--- src/rtl/sinc_code_top.sv ---
// sinc_code_top: repetition-period sync generator with a binary phase-coded pulse.
//
// A free-running counter spans one pulse repetition time (i_prt clocks). For the
// first i_period clocks of every repetition o_sinc is high. While o_sinc is high,
// o_signal plays the phase code in i_codigo MSB-first, one chip every i_tb clocks,
// as +AMP for a 1 bit and -AMP for a 0 bit. Once all chips are played, o_signal
// stays 0 until the window closes.
//
// Ports:
//   i_clk     system clock, rising edge
//   i_rst     asynchronous active-low reset
//   i_start   1 = run the repetition cycle, 0 = idle
//   i_prt     pulse repetition time in clocks
//   i_period  sync-pulse width in clocks
//   i_codigo  phase code bits, chip 0 = bit i_numdig-1
//   i_numdig  number of chips (1..32; 0 = silent; >32 clamps to 32)
//   i_tb      chip duration in clocks (0 behaves as 1)
//   o_sinc    transmit window / sync pulse
//   o_signal  signed coded baseband sample
module sinc_code_top #(
  parameter logic signed [15:0] AMP = 16'sd32767
) (
  input  logic               i_clk,
  input  logic               i_rst,
  input  logic               i_start,
  input  logic        [31:0] i_prt,
  input  logic        [31:0] i_period,
  input  logic        [31:0] i_codigo,
  input  logic        [31:0] i_numdig,
  input  logic        [31:0] i_tb,
  output logic               o_sinc,
  output logic signed [15:0] o_signal
);

  localparam logic signed [15:0] AmpNeg = -AMP;

  logic        [31:0] prt_cnt_q, prt_cnt_d;
  logic        [31:0] tb_cnt_q, tb_cnt_d;
  // idx[5] set means every chip has been played (also covers i_numdig = 0).
  logic        [5:0]  idx_q, idx_d;
  logic               sinc_q, sinc_d;
  logic signed [15:0] signal_q, signal_d;

  logic        [31:0] tb_eff;
  logic        [5:0]  idx_init;

  always_comb begin
    tb_eff   = (i_tb == 32'd0) ? 32'd1 : i_tb;
    // i_numdig = 0 wraps to 6'h3F, which is the "done" marker.
    idx_init = (i_numdig > 32'd32) ? 6'd31 : (i_numdig[5:0] - 6'd1);
  end

  // Repetition counter and sync window.
  always_comb begin
    prt_cnt_d = prt_cnt_q + 32'd1;
    if (!i_start) begin
      prt_cnt_d = 32'd0;
    end else if ((i_prt <= 32'd1) || (prt_cnt_q >= i_prt - 32'd1)) begin
      // >= so that shrinking i_prt below the current count still wraps.
      prt_cnt_d = 32'd0;
    end
    sinc_d = i_start && (prt_cnt_q < i_period);
  end

  // Chip sequencer, driven from the registered window so o_signal lags o_sinc by 1.
  always_comb begin
    tb_cnt_d = 32'd0;
    idx_d    = idx_q;
    signal_d = 16'sd0;
    if (!sinc_q) begin
      idx_d = idx_init;
    end else begin
      if (!idx_q[5]) begin
        signal_d = i_codigo[idx_q[4:0]] ? AMP : AmpNeg;
      end
      if (tb_cnt_q >= tb_eff - 32'd1) begin
        tb_cnt_d = 32'd0;
        if (!idx_q[5]) begin
          idx_d = idx_q - 6'd1;
        end
      end else begin
        tb_cnt_d = tb_cnt_q + 32'd1;
      end
    end
  end

  always_ff @(posedge i_clk or negedge i_rst) begin
    if (!i_rst) begin
      prt_cnt_q <= 32'd0;
      tb_cnt_q  <= 32'd0;
      idx_q     <= 6'd0;
      sinc_q    <= 1'b0;
      signal_q  <= 16'sd0;
    end else begin
      prt_cnt_q <= prt_cnt_d;
      tb_cnt_q  <= tb_cnt_d;
      idx_q     <= idx_d;
      sinc_q    <= sinc_d;
      signal_q  <= signal_d;
    end
  end

  assign o_sinc   = sinc_q;
  assign o_signal = signal_q;

endmodule

--- config.mk ---
export PLATFORM = sky130hd
export DESIGN_NAME = sinc_code_top
export DESIGN_NICKNAME = d
export VERILOG_FILES = /design/src/rtl/sinc_code_top.sv
export SDC_FILE = /design/constraint.sdc
export NUM_CORES = 1
export LEC_CHECK = 0
export CAP_MARGIN = 20
export CORE_ASPECT_RATIO = 1.5
export CORE_MARGIN = 2
export CORE_UTILIZATION = 50
export CTS_CLUSTER_SIZE = 28
export DETAILED_ROUTE_END_ITERATION = 6
export GPL_TIMING_DRIVEN = 0
export HOLD_SLACK_MARGIN = 0.1
export PLACE_DENSITY = 0.78
export SKIP_CTS_REPAIR_TIMING = 1
export SLEW_MARGIN = 30
export SYNTH_ARGS = -nofsm -noshare
export SYNTH_HDL_FRONTEND = slang
export SYNTH_SLANG_ARGS = --single-unit
--- constraint.sdc ---
create_clock -name i_clk -period 5.15 [get_ports i_clk]
set_clock_uncertainty 0.15 [all_clocks]
set_input_delay 1.03 -clock i_clk [delete_from_list [all_inputs] [get_ports i_clk]]
set_output_delay 1.03 -clock i_clk [all_outputs]
set_load 0.005 [all_outputs]
==> metrics.yaml <==
outcome: "finished with violations"
violations: "setup timing"
max_freq_mhz: 188
relSlewSlack: 0.357
grt_max_degree: 46
num_vias: 6997
cp.arrival_ps: 5390
synth_nets: 1121
fin_cells: 1264
pin_count: 180
ys_ff_latch: 74
min_period_over_period: 1.03
seq_area_frac_synth: 0.252
dr.pass1.iters: 4
clkPwrFrac: 0.392
seqPwrFrac: 0.334
portBuffers: 179
dr.first_iter.drc_count: 174
vdd_drop_max_uv: 149
place.gp.congestion: 0.866
cts_tree: "yes"
synthCells: 856
synthToLayoutAreaGrowth_pct: 38.4
met3_usage: 0.0436
end_kind: "flop"
whs_ps: 380
synth_enable_flop_cells: 0
synth_cell_type_count: 59
cp.required_ps: 5220
cts.sinks: 74
insertion_delay_ps: 340
rsz0062_at_grt: "yes"
track_usage: 0.254
antenna_cells: 0
nets: 1329
power_mw: 1.86
cp-start-kind: "input pin"
p_leak_nw: 4.45
syn-cell-area_mm2: 0.00734
die_w_um: 103
die_h_um: 152
power_switching_mw: 0.475
clkTransAtPathRegs_ps: 60
grt_pass1_wl_um: 31900
cp_max_fo: 6
cts_buffer_depth: 2
drcViolationCount: 0
hold_viol_final: 0
vias_per_cell: 5.54
final.setup.tns_ps: -2510
clock-root-buffer: "clkbuf_16"
core_area_mm2: 0.0145
slew_viol_final: 0
async_reset_ff_frac: 1.00
internal_power_mw: 1.38
worst_slew_pin_slew_ps: 951
maxCapViolCount: 0
ant_nets: 0
use_met2: 0.495
report.final.setup_viol: 35
ys_warn_count: 0
top_usage_layer: "met2"
rows: 54
cts_made_buffers: 9
syn_avg_cell_area_um2: 8.58
p_per_area_mw_per_mm2: 183
htreeDepth: 3
initial_utilization: 0.508
avgRoutedWirePerCell_um: 16.3
drt-total-wl_um: 20600
synth_ff_type: "dfrtp_1"
grt_pass1_vias: 7053
grt_remaining_overflow: 0
critical_path_class: "in -> reg"
dp_hpwl_um: 16300
hp-class: "reg -> reg"
dp_worst_setup_slack_ps: -1270
worst_slack_ps: -174
pwr-share-comb: 0.274
antenna_found_initial: 0
dieArea_mm2: 0.0157
dp.cells: 1232
final.min_clock_period_ps: 5320
swShare: 0.255
drive_gt1_frac: 0.143
grt_util_met1: 0.256
==> final cells by class <==
| cell class | count | area (µm²) |
|---|---|---|
| repair buffers | 198 | 1970 |
| well taps | 196 | 245 |
| multi-input cells | 697 | 5340 |
| clock inverters | 6 | 115 |
| inverters | 53 | 199 |
| flip-flops and latches | 74 | 1850 |
| fillers | 1124 | 4290 |
| clock buffers | 9 | 225 |
| plain buffers | 31 | 221 |
==> cells in the final DEF, fill, tap and decap left out, drive strengths merged, types with 16 or more instances in the layout <==
| master | Yosys | layout |
|---|---|---|
| clkdlybuf4s50 | 0 | 146 |
| ha | 102 | 102 |
| nor2 | 93 | 93 |
| dfrtp | 74 | 74 |
| xnor2 | 71 | 71 |
| nor3 | 67 | 67 |
| inv | 53 | 54 |
| xor2 | 50 | 50 |
| nand2 | 49 | 49 |
| buf | 16 | 46 |
| clkbuf | 16 | 35 |
| nand3 | 33 | 33 |
| nand4 | 32 | 32 |
| a21oi | 29 | 29 |
| nor4 | 27 | 27 |
| a21o | 18 | 18 |
| o21ai | 16 | 16 |
==> flip-flops by register name, indices dropped and copies added, names as in the netlist <==
register / count
tb_cnt_q: 32
idx_q: 6
o_sinc: 1
o_signal: 3
prt_cnt_q: 32
==> cell families (layout without fill, tap and decap cells) <==
family                   after synthesis  count (layout)  synth area share
flip-flops                            74              74             0.252
AO/OA/AOI/OAI                         95              95            0.0850
AND/OR/NAND/NOR                      364             364             0.256
XOR/XNOR                             121             121             0.144
buffers and inverters                 85             297            0.0504
multiplexers                          15              15            0.0380
adder cells (fa/ha/maj)              102             102             0.174
==> cell usage after synthesis, drive strengths merged (9+ instances only) <==
master,number,area (µm²)
ha,102,1280
a21oi,29,145
buf,16,110
xnor2,71,622
nor4,27,169
nor3,67,345
a21o,18,135
o21ai,16,80.1
mux4,10,225
and3,10,62.6
nand4,32,200
nand2,49,184
xor2,50,438
nor2,93,357
clkbuf,16,61.3
or3,9,63.8
inv,53,199
nand3,33,165
dfrtp,74,1850
or4,12,103
==> metrics by stage <==
step / area [µm²] / util
2_1_floorplan: 7370 / -
3_3_place_gp: 9410 / 0.651
3_5_place_dp: 9450 / 0.653
4_1_cts: 9790 / 0.677
5_1_grt: 10200 / 0.703
6_report: 10200 / 0.703
==> worst paths after layout <==
path / start / endpoint / slack [ps] / depth (start not counted)
worst max register to register: prt_cnt_q[20] / prt_cnt_q[1] / 2330 / 7
worst min register to register: tb_cnt_q[0] / tb_cnt_q[0] / 380 / 1
max in group asynchronous: i_rst / prt_cnt_q[2] / 3780 / 2
min in group asynchronous: i_rst / tb_cnt_q[3] / 490 / 1
worst min-delay path: tb_cnt_q[0] / tb_cnt_q[0] / 380 / 1
worst max-delay path: i_tb[21] / idx_q[4] / -170 / 21
==> power groups by stage <==
| stage | registers (mW) | clock network [mW] | logic (mW) |
|---|---|---|---|
| finish | 0.621 | 0.729 | 0.509 |
| detailed placement | 0.632 | 0 | 0.488 |
| global placement | 0.630 | 0 | 0.477 |
| global route | 0.624 | 0.763 | 0.556 |
| CTS | 0.621 | 0.738 | 0.492 |
| floorplan | 0.626 | 0 | 0.221 |
==> worst max-delay path, stage by stage <==
cell and delay (ps):
buf_8 80, or4_4 110, buf_6 110, nor4_4 40, nand3_2 160, nor4_4 60, nor2_2 160, ha_2 230
inv_2 50, or4_4 450, or4_4 560, nor2_4 190, nand2_1 90, xor2_1 170, ha_1 340, a21o_1 170
nand2_1 70, nand4b_1 120, or4_4 580, a22o_4 310, mux2_4 300
==> routing by layer <==
layer / part of all wire / vias up / routed length [µm]
met1: 0.37 / 3245 / 7550
met3: 0.058 / 42 / 1200
li1: - / 3499 / -
met5: 0 / - / 0
met4: 0.030 / 0 / 627
met2: 0.55 / 211 / 11300
Note: power is estimated with default switching activity, not from simulation.
